--- src/rtl/hilo_muldiv_ctrl.sv ---
// HI/LO owner for the EX stage: fixed-latency multiply, 32-step restoring divide,
// MTHI/MTLO writes and stall generation for HI/LO-dependent instructions.
module hilo_muldiv_ctrl #(
  parameter int MUL_LAT = 2
) (
  input  logic        clk,
  input  logic        resetn,
  input  logic        op_valid,
  input  logic [1:0]  MULT,
  input  logic [1:0]  DIV,
  input  logic [1:0]  MFHL,
  input  logic [1:0]  MTHL,
  input  logic [31:0] src_a,
  input  logic [31:0] src_b,
  input  logic        flush,
  output logic        stall,
  output logic        busy,
  output logic [31:0] hilo_rdata,
  output logic [31:0] hi,
  output logic [31:0] lo
);

  localparam logic [1:0] S_IDLE = 2'd0;
  localparam logic [1:0] S_MUL  = 2'd1;
  localparam logic [1:0] S_DIV  = 2'd2;

  logic [1:0]  r_state;
  logic [5:0]  r_cnt;
  logic [31:0] r_a;
  logic [31:0] r_b;
  logic        r_sgn;
  logic        r_neg_q;
  logic        r_neg_r;
  logic [31:0] r_rem;
  logic [31:0] r_hi;
  logic [31:0] r_lo;

  logic        w_hl_op;
  logic        w_launch;
  logic        w_mthl_we;
  logic [63:0] w_a_ext;
  logic [63:0] w_b_ext;
  logic [63:0] w_prod;
  logic [32:0] w_shift;
  logic        w_ge;
  logic [31:0] w_diff;
  logic [31:0] w_abs_a;
  logic [31:0] w_abs_b;
  logic [31:0] w_q_fix;
  logic [31:0] w_r_fix;

  assign w_hl_op    = op_valid & (|{MULT, DIV, MFHL, MTHL});
  assign busy       = (r_state != S_IDLE);
  assign stall      = w_hl_op & busy & ~flush;
  assign w_launch   = op_valid & ~flush & ~busy;
  assign w_mthl_we  = op_valid & ~stall & ~flush;

  assign w_a_ext    = {{32{r_sgn & r_a[31]}}, r_a};
  assign w_b_ext    = {{32{r_sgn & r_b[31]}}, r_b};
  assign w_prod     = w_a_ext * w_b_ext;

  // During a divide r_a shifts the dividend out at the top and the quotient in at the bottom.
  assign w_shift    = {r_rem, r_a[31]};
  assign w_ge       = (w_shift >= {1'b0, r_b});
  assign w_diff     = w_shift[31:0] - r_b;

  assign w_abs_a    = (DIV[0] & src_a[31]) ? -src_a : src_a;
  assign w_abs_b    = (DIV[0] & src_b[31]) ? -src_b : src_b;
  assign w_q_fix    = r_neg_q ? -r_a : r_a;
  assign w_r_fix    = r_neg_r ? -r_rem : r_rem;

  assign hi         = r_hi;
  assign lo         = r_lo;
  assign hilo_rdata = MFHL[1] ? r_hi : r_lo;

  always_ff @(posedge clk or negedge resetn) begin
    if (!resetn) begin
      r_state <= S_IDLE;
      r_cnt   <= '0;
      r_a     <= '0;
      r_b     <= '0;
      r_sgn   <= 1'b0;
      r_neg_q <= 1'b0;
      r_neg_r <= 1'b0;
      r_rem   <= '0;
      r_hi    <= '0;
      r_lo    <= '0;
    end else begin
      case (r_state)
        S_IDLE: begin
          if (w_launch) begin
            if (|MULT) begin
              r_a     <= src_a;
              r_b     <= src_b;
              r_sgn   <= MULT[0];
              r_cnt   <= 6'(MUL_LAT - 1);
              r_state <= S_MUL;
            end else if (|DIV) begin
              r_a     <= w_abs_a;
              r_b     <= w_abs_b;
              r_rem   <= '0;
              r_neg_q <= DIV[0] & (src_a[31] ^ src_b[31]);
              r_neg_r <= DIV[0] & src_a[31];
              r_cnt   <= 6'd32;
              r_state <= S_DIV;
            end
          end
        end
        S_MUL: begin
          if (flush) begin
            r_state <= S_IDLE;
          end else if (r_cnt == 6'd0) begin
            {r_hi, r_lo} <= w_prod;
            r_state      <= S_IDLE;
          end else begin
            r_cnt <= r_cnt - 6'd1;
          end
        end
        S_DIV: begin
          if (flush) begin
            r_state <= S_IDLE;
          end else if (r_cnt == 6'd0) begin
            r_hi    <= w_r_fix;
            r_lo    <= w_q_fix;
            r_state <= S_IDLE;
          end else begin
            r_rem <= w_ge ? w_diff : w_shift[31:0];
            r_a   <= {r_a[30:0], w_ge};
            r_cnt <= r_cnt - 6'd1;
          end
        end
        default: r_state <= S_IDLE;
      endcase

      // Any MTHL that reaches here is unstalled, so it can never collide with a result write.
      if (w_mthl_we & MTHL[1]) r_hi <= src_a;
      if (w_mthl_we & MTHL[0]) r_lo <= src_a;
    end
  end

endmodule

--- config.mk ---
export PLATFORM = sky130hd
export DESIGN_NAME = hilo_muldiv_ctrl
export DESIGN_NICKNAME = d
export VERILOG_FILES = /design/src/rtl/hilo_muldiv_ctrl.sv
export SDC_FILE = /design/constraint.sdc
export NUM_CORES = 2
export LEC_CHECK = 0
export CORE_MARGIN = 2
export CORE_UTILIZATION = 65
export DETAILED_ROUTE_END_ITERATION = 7
export GPL_TIMING_DRIVEN = 0
export PLACE_DENSITY = 0.84
export SYNTH_ARGS = -nofsm -noshare
export SYNTH_HDL_FRONTEND = slang
export SYNTH_SLANG_ARGS = --single-unit
--- constraint.sdc ---
create_clock -name clk -period 9.3 [get_ports clk]
set_input_delay 1.86 -clock clk [delete_from_list [all_inputs] [get_ports clk]]
set_output_delay 1.86 -clock clk [all_outputs]
set_load 0.02 [all_outputs]
; Word-level counts from Yosys, hierarchy flattened
; Cells that the tools add are included.
[totals]
regBits = 171
latchBits = 0
ramBits = 0
romBits = 0
inputBits = 76
output_inout_bits = 98
word_cells = 121
mem_count = 0
[op_classes]
addsub = 6
multipliers = 1
div = 0
order_cmp = 1
n_eq_ne = 19
n_shift = 0
mux = 44
bitwise_logic = 19
n_reduce_logical = 21
[ops]
columns = op, count
row1 = 32-bit two-way mux, 28
row2 = 32-bit case mux with 2 select lines, 4
row3 = 32-bit negator, 4
row4 = 33-bit by 33-bit multiplier with 64-bit output, 1
row5 = 33-bit by 32-bit greater-or-equal comparator with 1-bit output, 1
row6 = 32-bit subtractor, 1
row7 = 6-bit two-way mux, 5
row8 = 3-bit inequality test (second input constant), 9
row9 = 5-bit AND reduction, 4
row10 = 1-bit bitwise AND, 14
row11 = 2-bit inequality test (second input constant), 7
row12 = 6-bit case mux with 2 select lines, 1
row13 = 2-bit two-way mux, 5
row14 = 3-bit AND reduction, 3
row15 = 2-bit nonzero test, 4
row16 = 8-bit OR reduction, 1
row17 = 6-bit logical NOT, 1
row18 = 6-bit AND reduction, 1
row19 = 3-bit nonzero test, 2
row20 = 2-bit OR reduction, 3
row21 = 6-bit by 1-bit subtractor with 6-bit output (second input constant), 1
row22 = 1-bit NOT, 4
row23 = 2-bit case mux with 2 select lines, 1
row24 = 4-bit AND reduction, 1
row25 = 5 further kinds, 5

; Depth between registers and ports, before layout
[depth]
depth_word = 10
ltp_mapped = 31
mapped_depth_nobuf = 28

; Worst setup path after synthesis
; Ideal clock, no wire load.
[synth_path]
path_kind = flip-flop to flip-flop
startpoint = register r_a[31]
endpoint = register r_hi[27], in the netlist hi[27]
setup_time_ns = 0.072
t_arrival_ns = 8.027
required_ns = 9.228
slack_ns = 1.201
path_stages_with_launch = 28
period_less_slack_ns = 8.099
path_cell_list = dfrtp_1 clkbuf_1 clkbuf_1 and3_1 fa_1 inv_1 fa_1 inv_1 fa_1 fa_1 inv_1 fa_1 inv_1 fa_1 inv_1 fa_1 fa_1 inv_1 ha_1 inv_1 o21bai_1 a21oi_1 a2bb2oi_1 a21oi_1 a2111oi_0 a31oi_1 mux2_2 nor2_1
[synth_between]
elab_chain_cells = 6
[synth_rtl]
columns = element, line
row1 = "start, declared", 29  ; logic [31:0] r_a;
row2 = "start signal, assigned", 93  ; r_a <= src_a;
row3 = "start signal, assigned", 99  ; r_a <= w_abs_a;
row4 = "start signal, assigned", 128  ; r_a <= {r_a[30:0], w_ge};
row5 = 1-bit bitwise AND, 58  ; assign w_a_ext = {{32{r_sgn & r_a[31]}}, r_a};
row6 = 33-bit by 33-bit multiplier with 64-bit output *, 60  ; assign w_prod = w_a_ext * w_b_ext;
row7 = 32-bit two-way mux *, 112  ; end else if (r_cnt == 6'd0) begin
row8 = 32-bit two-way mux *, 110  ; if (flush) begin
row9 = 32-bit case mux with 2 select lines *, 89  ; case (r_state)
row10 = 32-bit two-way mux *, 136  ; if (w_mthl_we & MTHL[1]) r_hi <= src_a;
row11 = "end signal, assigned", 113  ; {r_hi, r_lo} <= w_prod;
row12 = "end signal, assigned", 123  ; r_hi <= w_r_fix;
row13 = "end signal, assigned", 136
row14 = "end, declared", 35  ; logic [31:0] r_hi;
; Mark *: on every way between the ends. The rest lies on a longest branch, timed or not. The select of a mux whose other input is x is not followed.
; A chain may end at the register's enable or synchronous reset.

; Final worst setup path
[layout_path]
startpoint = register r_b[14]
endpoint = register r_hi[24], in the netlist hi[24]
[layout_between]
elab_chain_cells = 5
[layout_rtl]
columns = element, line
row1 = "start, declared", 30  ; logic [31:0] r_b;
row2 = "start signal, assigned", 94  ; r_b <= src_b;
row3 = "start signal, assigned", 100  ; r_b <= w_abs_b;
row4 = 33-bit by 33-bit multiplier with 64-bit output, 60
row5 = 32-bit two-way mux, 112
row6 = 32-bit two-way mux, 110
row7 = 32-bit case mux with 2 select lines, 89
row8 = 32-bit two-way mux, 136
; No other way between the ends. The select of a mux whose other input is x is not followed.

==> impl_summary.txt <==
----------------------------------------------------
[Timing]
  Final worst clock skew ... 17.8 ps
  Count of final setup violators ... 3
  Headroom to the max-slew limit ... 13.2%
  Setup slack of the critical path after layout ... -36.1 ps
  Slew at the pin closest to its max-slew limit ... 1300 ps
  Final clock period utilization by the worst path ... 100%
  Min Tclk post-route ... 9340 ps
  Final number of hold-violating endpoints ... 0
  Count of pins over their slew limit ... 0
  Max frequency ... 0.107 GHz

[Yosys]
  Top cells by count, synth ... 1186 x sky130_fd_sc_hd__inv_1, 1126 x sky130_fd_sc_hd__fa_1, 953 x sky130_fd_sc_hd__nand2_1, 316 x sky130_fd_sc_hd__clkbuf_1, 300 x sky130_fd_sc_hd__and2_1
  Leading cell type by number of instances after synthesis ... sky130_fd_sc_hd__inv_1
  Distinct cells, synth ... 82
  Number of synthesized flops with an enable pin ... 0
  Netlist area before placement ... ~50000 um^2
  Gate Count Post-Synth ... roughly 5800
  Synth async-reset ratio ... 100%
  Syn. warnings ... 0
  Syn Nets ... between 7000 and 8000
  Cell taking the most area after synthesis ... sky130_fd_sc_hd__fa_1
  Post-Syn Area per Cell ... around 8.7 um^2
  Post-synthesis sequential area ratio ... under 10%
  Ys flop type ... sky130_fd_sc_hd__dfrtp_1
  Top cell type's share of synthesized area ... 44.5%
  Number of register bits inferred by synthesis ... around 170
  Largest cells by area after synthesis ... sky130_fd_sc_hd__fa_1 44%, sky130_fd_sc_hd__inv_1 8.8%, sky130_fd_sc_hd__dfrtp_1 8.4%

[Finish]
  Sequential cell area in the final layout ... 4320 um^2
  Finished Core Util ... around 71%
  Fraction of final layout cells sized beyond drive strength 1 ... 5.03%
  Total of fill cells in the finished design ... about 6200
  Nets ... 7445
  Footprint of the multi-input gates ... between 40000 and 50000 um^2
  Layout overhead on the synthesized area ... 8.07%

[Outcome]
  Outcome ... finished, violations left
  Violations in the final reports ... DRC, setup timing

[Critical path]
  Cell type of the slowest stage on the worst timing path ... sky130_fd_sc_hd__fa_1
  Critical path's largest stage delay ... ~670 ps
  Critical Path Start Type ... register
  Worst setup startpoint ... r_b[14]$_DFFE_PN0P_
  Data arrival time at the worst-slack endpoint ... a little under 10000 ps
  Worst-path maximum fanout ... 10
  Endpoint type of the worst setup path ... register
  Reg2reg start ... r_b[14]$_DFFE_PN0P_
  Crit path top cell by count ... sky130_fd_sc_hd__fa_1
  Data required time at the worst endpoint ... roughly 9600 ps
  Critical path class ... register to register

[Die]
  Core box area ... around 77000 um^2
  DIE HEIGHT ... around 280 um
  Total die area ... about 80000 um^2
  Effective utilization at floorplan ... about two thirds
  Width of the die ... 283 um
  Number of top-level design ports ... roughly 170
  Number of standard-cell rows in the floorplan ... 102

[Placement]
  Number of input and output port buffers inserted ... about 170
  Weighted congestion reported at the end of routability-driven placement ... 1.17
  Detail Placement HPWL ... 177 mm

[CTS]
  Clock tree from TritonCTS ... yes
  H-tree depth ... 4
  Number of buffers on the longest clock path ... 2
  Worst-Skew Late Latency ... 480 ps
  Cts bufs inserted ... 17
  Clock edge transition at the registers on the reported setup and hold paths ... 90 ps
  Root Buffer Master ... sky130_fd_sc_hd__clkbuf_16
  Clock Sinks ... ~170

[Route]
  Total routed wirelength ... ~210 mm
  Routed wire length per instance ... approximately 30 um
  DRT antenna net count ... 0
  Number of DRC markers in iteration 0 ... between 6000 and 7000
  DRC Markers ... 1
  Post-DR vias/cell ... between 6 and 7
  Via count ... 45800
  First-pass DRT Iterations ... 8

[Min path]
  Worst hold path class ... register to register
  Hold path startpoint ... lo[1]$_DFFE_PN0P_

[Job]
  Number of maximum-capacitance violations ... 0

[Global route]
  Initial antenna violation count ... 24
  Wire length of the first global-routing pass ... around 310 mm
  Total GRT Usage ... about 54%
  Total gr overflow ... 0
  Via count of the first global-routing pass ... approximately 47000
  Maximum number of pins on one net before global-route repair ... 120

----------------------------------------------------
==> sequential cells by signal, indices dropped and copies added, names as in the netlist <==
signal / cells
lo: 32
r_rem: 32
hi: 32
r_b: 32
r_state: 2
r_neg_q: 1
r_cnt: 6
r_sgn: 1
r_a: 32
r_neg_r: 1
==> critical path, delay by kind of cell, from the launching register on <==
kind	cells	cell delay, ps
AO/OA/AOI/OAI	9	1720
XOR/XNOR	1	440
adder cells (fa/ha/maj)	9	4540
buffers and inverters	5	1330
flip-flops	1	610
AND/OR/NAND/NOR	1	550
==> layout by cell type (no fill, tap or decap), drive strengths merged, types with 9 or more instances in the layout <==
cell,Yosys,layout
inv,1186,1188
fa,1126,1126
nand2,953,953
and2,300,300
clkbuf,316,298
o21ai,265,265
ha,254,254
nor2,214,214
a21oi,207,207
dfrtp,171,171
clkdlybuf4s50,0,167
xnor2,115,115
xor2,97,97
a21o,54,54
buf,40,53
nand3,41,41
o31ai,38,38
and3,37,37
mux2,37,37
nor3,29,29
a211oi,28,28
or3,22,22
o211ai,19,19
o21bai,19,19
nor4,19,19
diode,0,18
nand4,17,17
a31oi,16,16
o41ai,16,16
nand2b,15,15
o311ai,15,15
a22oi,14,14
o22ai,14,14
mux2i,14,14
or4,14,14
nor2b,13,13
or2,13,13
clkinv,1,9
==> area by class of cell <==
type,instances,area share (%)
Antenna cell,18,0.0823
Clock inverter,14,0.343
Inverter,1187,8.16
Clock buffer,18,0.802
Buffer,322,2.64
Tap cell,1040,2.38
Timing Repair Buffer,182,3.33
Sequential cell,171,7.88
Multi-Input combinational cell,4108,74.4
==> metal layers <==
metal / part of all wire, % / wire length, um / track usage (%)
met1: 33 / 69800 / 64.7
met2: 40 / 85500 / 75.0
met3: 17 / 36500 / 27.1
met4: 11 / 22900 / 41.7
met5: 0.069 / 149 / 0
==> logic make-up after synthesis <==
family / after synthesis / share of synthesized area [%]
AOI/OAI and AO/OA: 758 / 9.21
buffers and inverters: 1543 / 11.5
adders and majority gates: 1380 / 50.8
and+or+nand+nor: 1707 / 15.4
xor gates and xnor gates: 212 / 3.66
muxes: 51 / 1.10
DFF: 171 / 8.45
==> final timing paths <==
| path | slack [ps] | endpoint | cells after the start |
|---|---|---|---|
| max | -40 | hi[24]$_DFFE_PN0P_ | 25 |
| min | 530 | lo[1]$_DFFE_PN0P_ | 2 |
| max reg2reg | -40 | hi[24]$_DFFE_PN0P_ | 25 |
| min reg2reg | 530 | lo[1]$_DFFE_PN0P_ | 2 |
| max in group asynchronous | 6940 | r_b[8]$_DFFE_PN0P_ | 2 |
| min in group asynchronous | 1280 | r_cnt[5]$_DFFE_PN0P_ | 1 |
==> what timing repair did <==
item,4_1_cts,5_1_grt
setup endpoints to repair,38,26
pin swaps,1,4
endpoints found under the hold margin,0,0
hold buffers,0,0
setup buffers,1,11
gates resized for setup,135,165
==> per-stage QoR <==
| step | hold WS [ps] | setup slack [ps] | setup TNS, ps | area [um^2] | cells |
|---|---|---|---|---|---|
| after floorplan | 474 | 1200 | 0 | 50700 | 5822 |
| after CTS | 523 | 2.84 | 0 | 54500 | 7037 |
| after global placement | 498 | -1200 | -196920 | 53700 | 7030 |
| final | 527 | -36.1 | -63.8 | 54800 | 7060 |
| after global routing | 543 | -48.4 | -87.5 | 54700 | 7044 |
| after detailed placement | 504 | -1390 | -32710 | 53700 | 7032 |
Power is left out: the tool's default activity adds up to more than one toggle a clock period on the data nets, which glitch-free logic cannot reach.
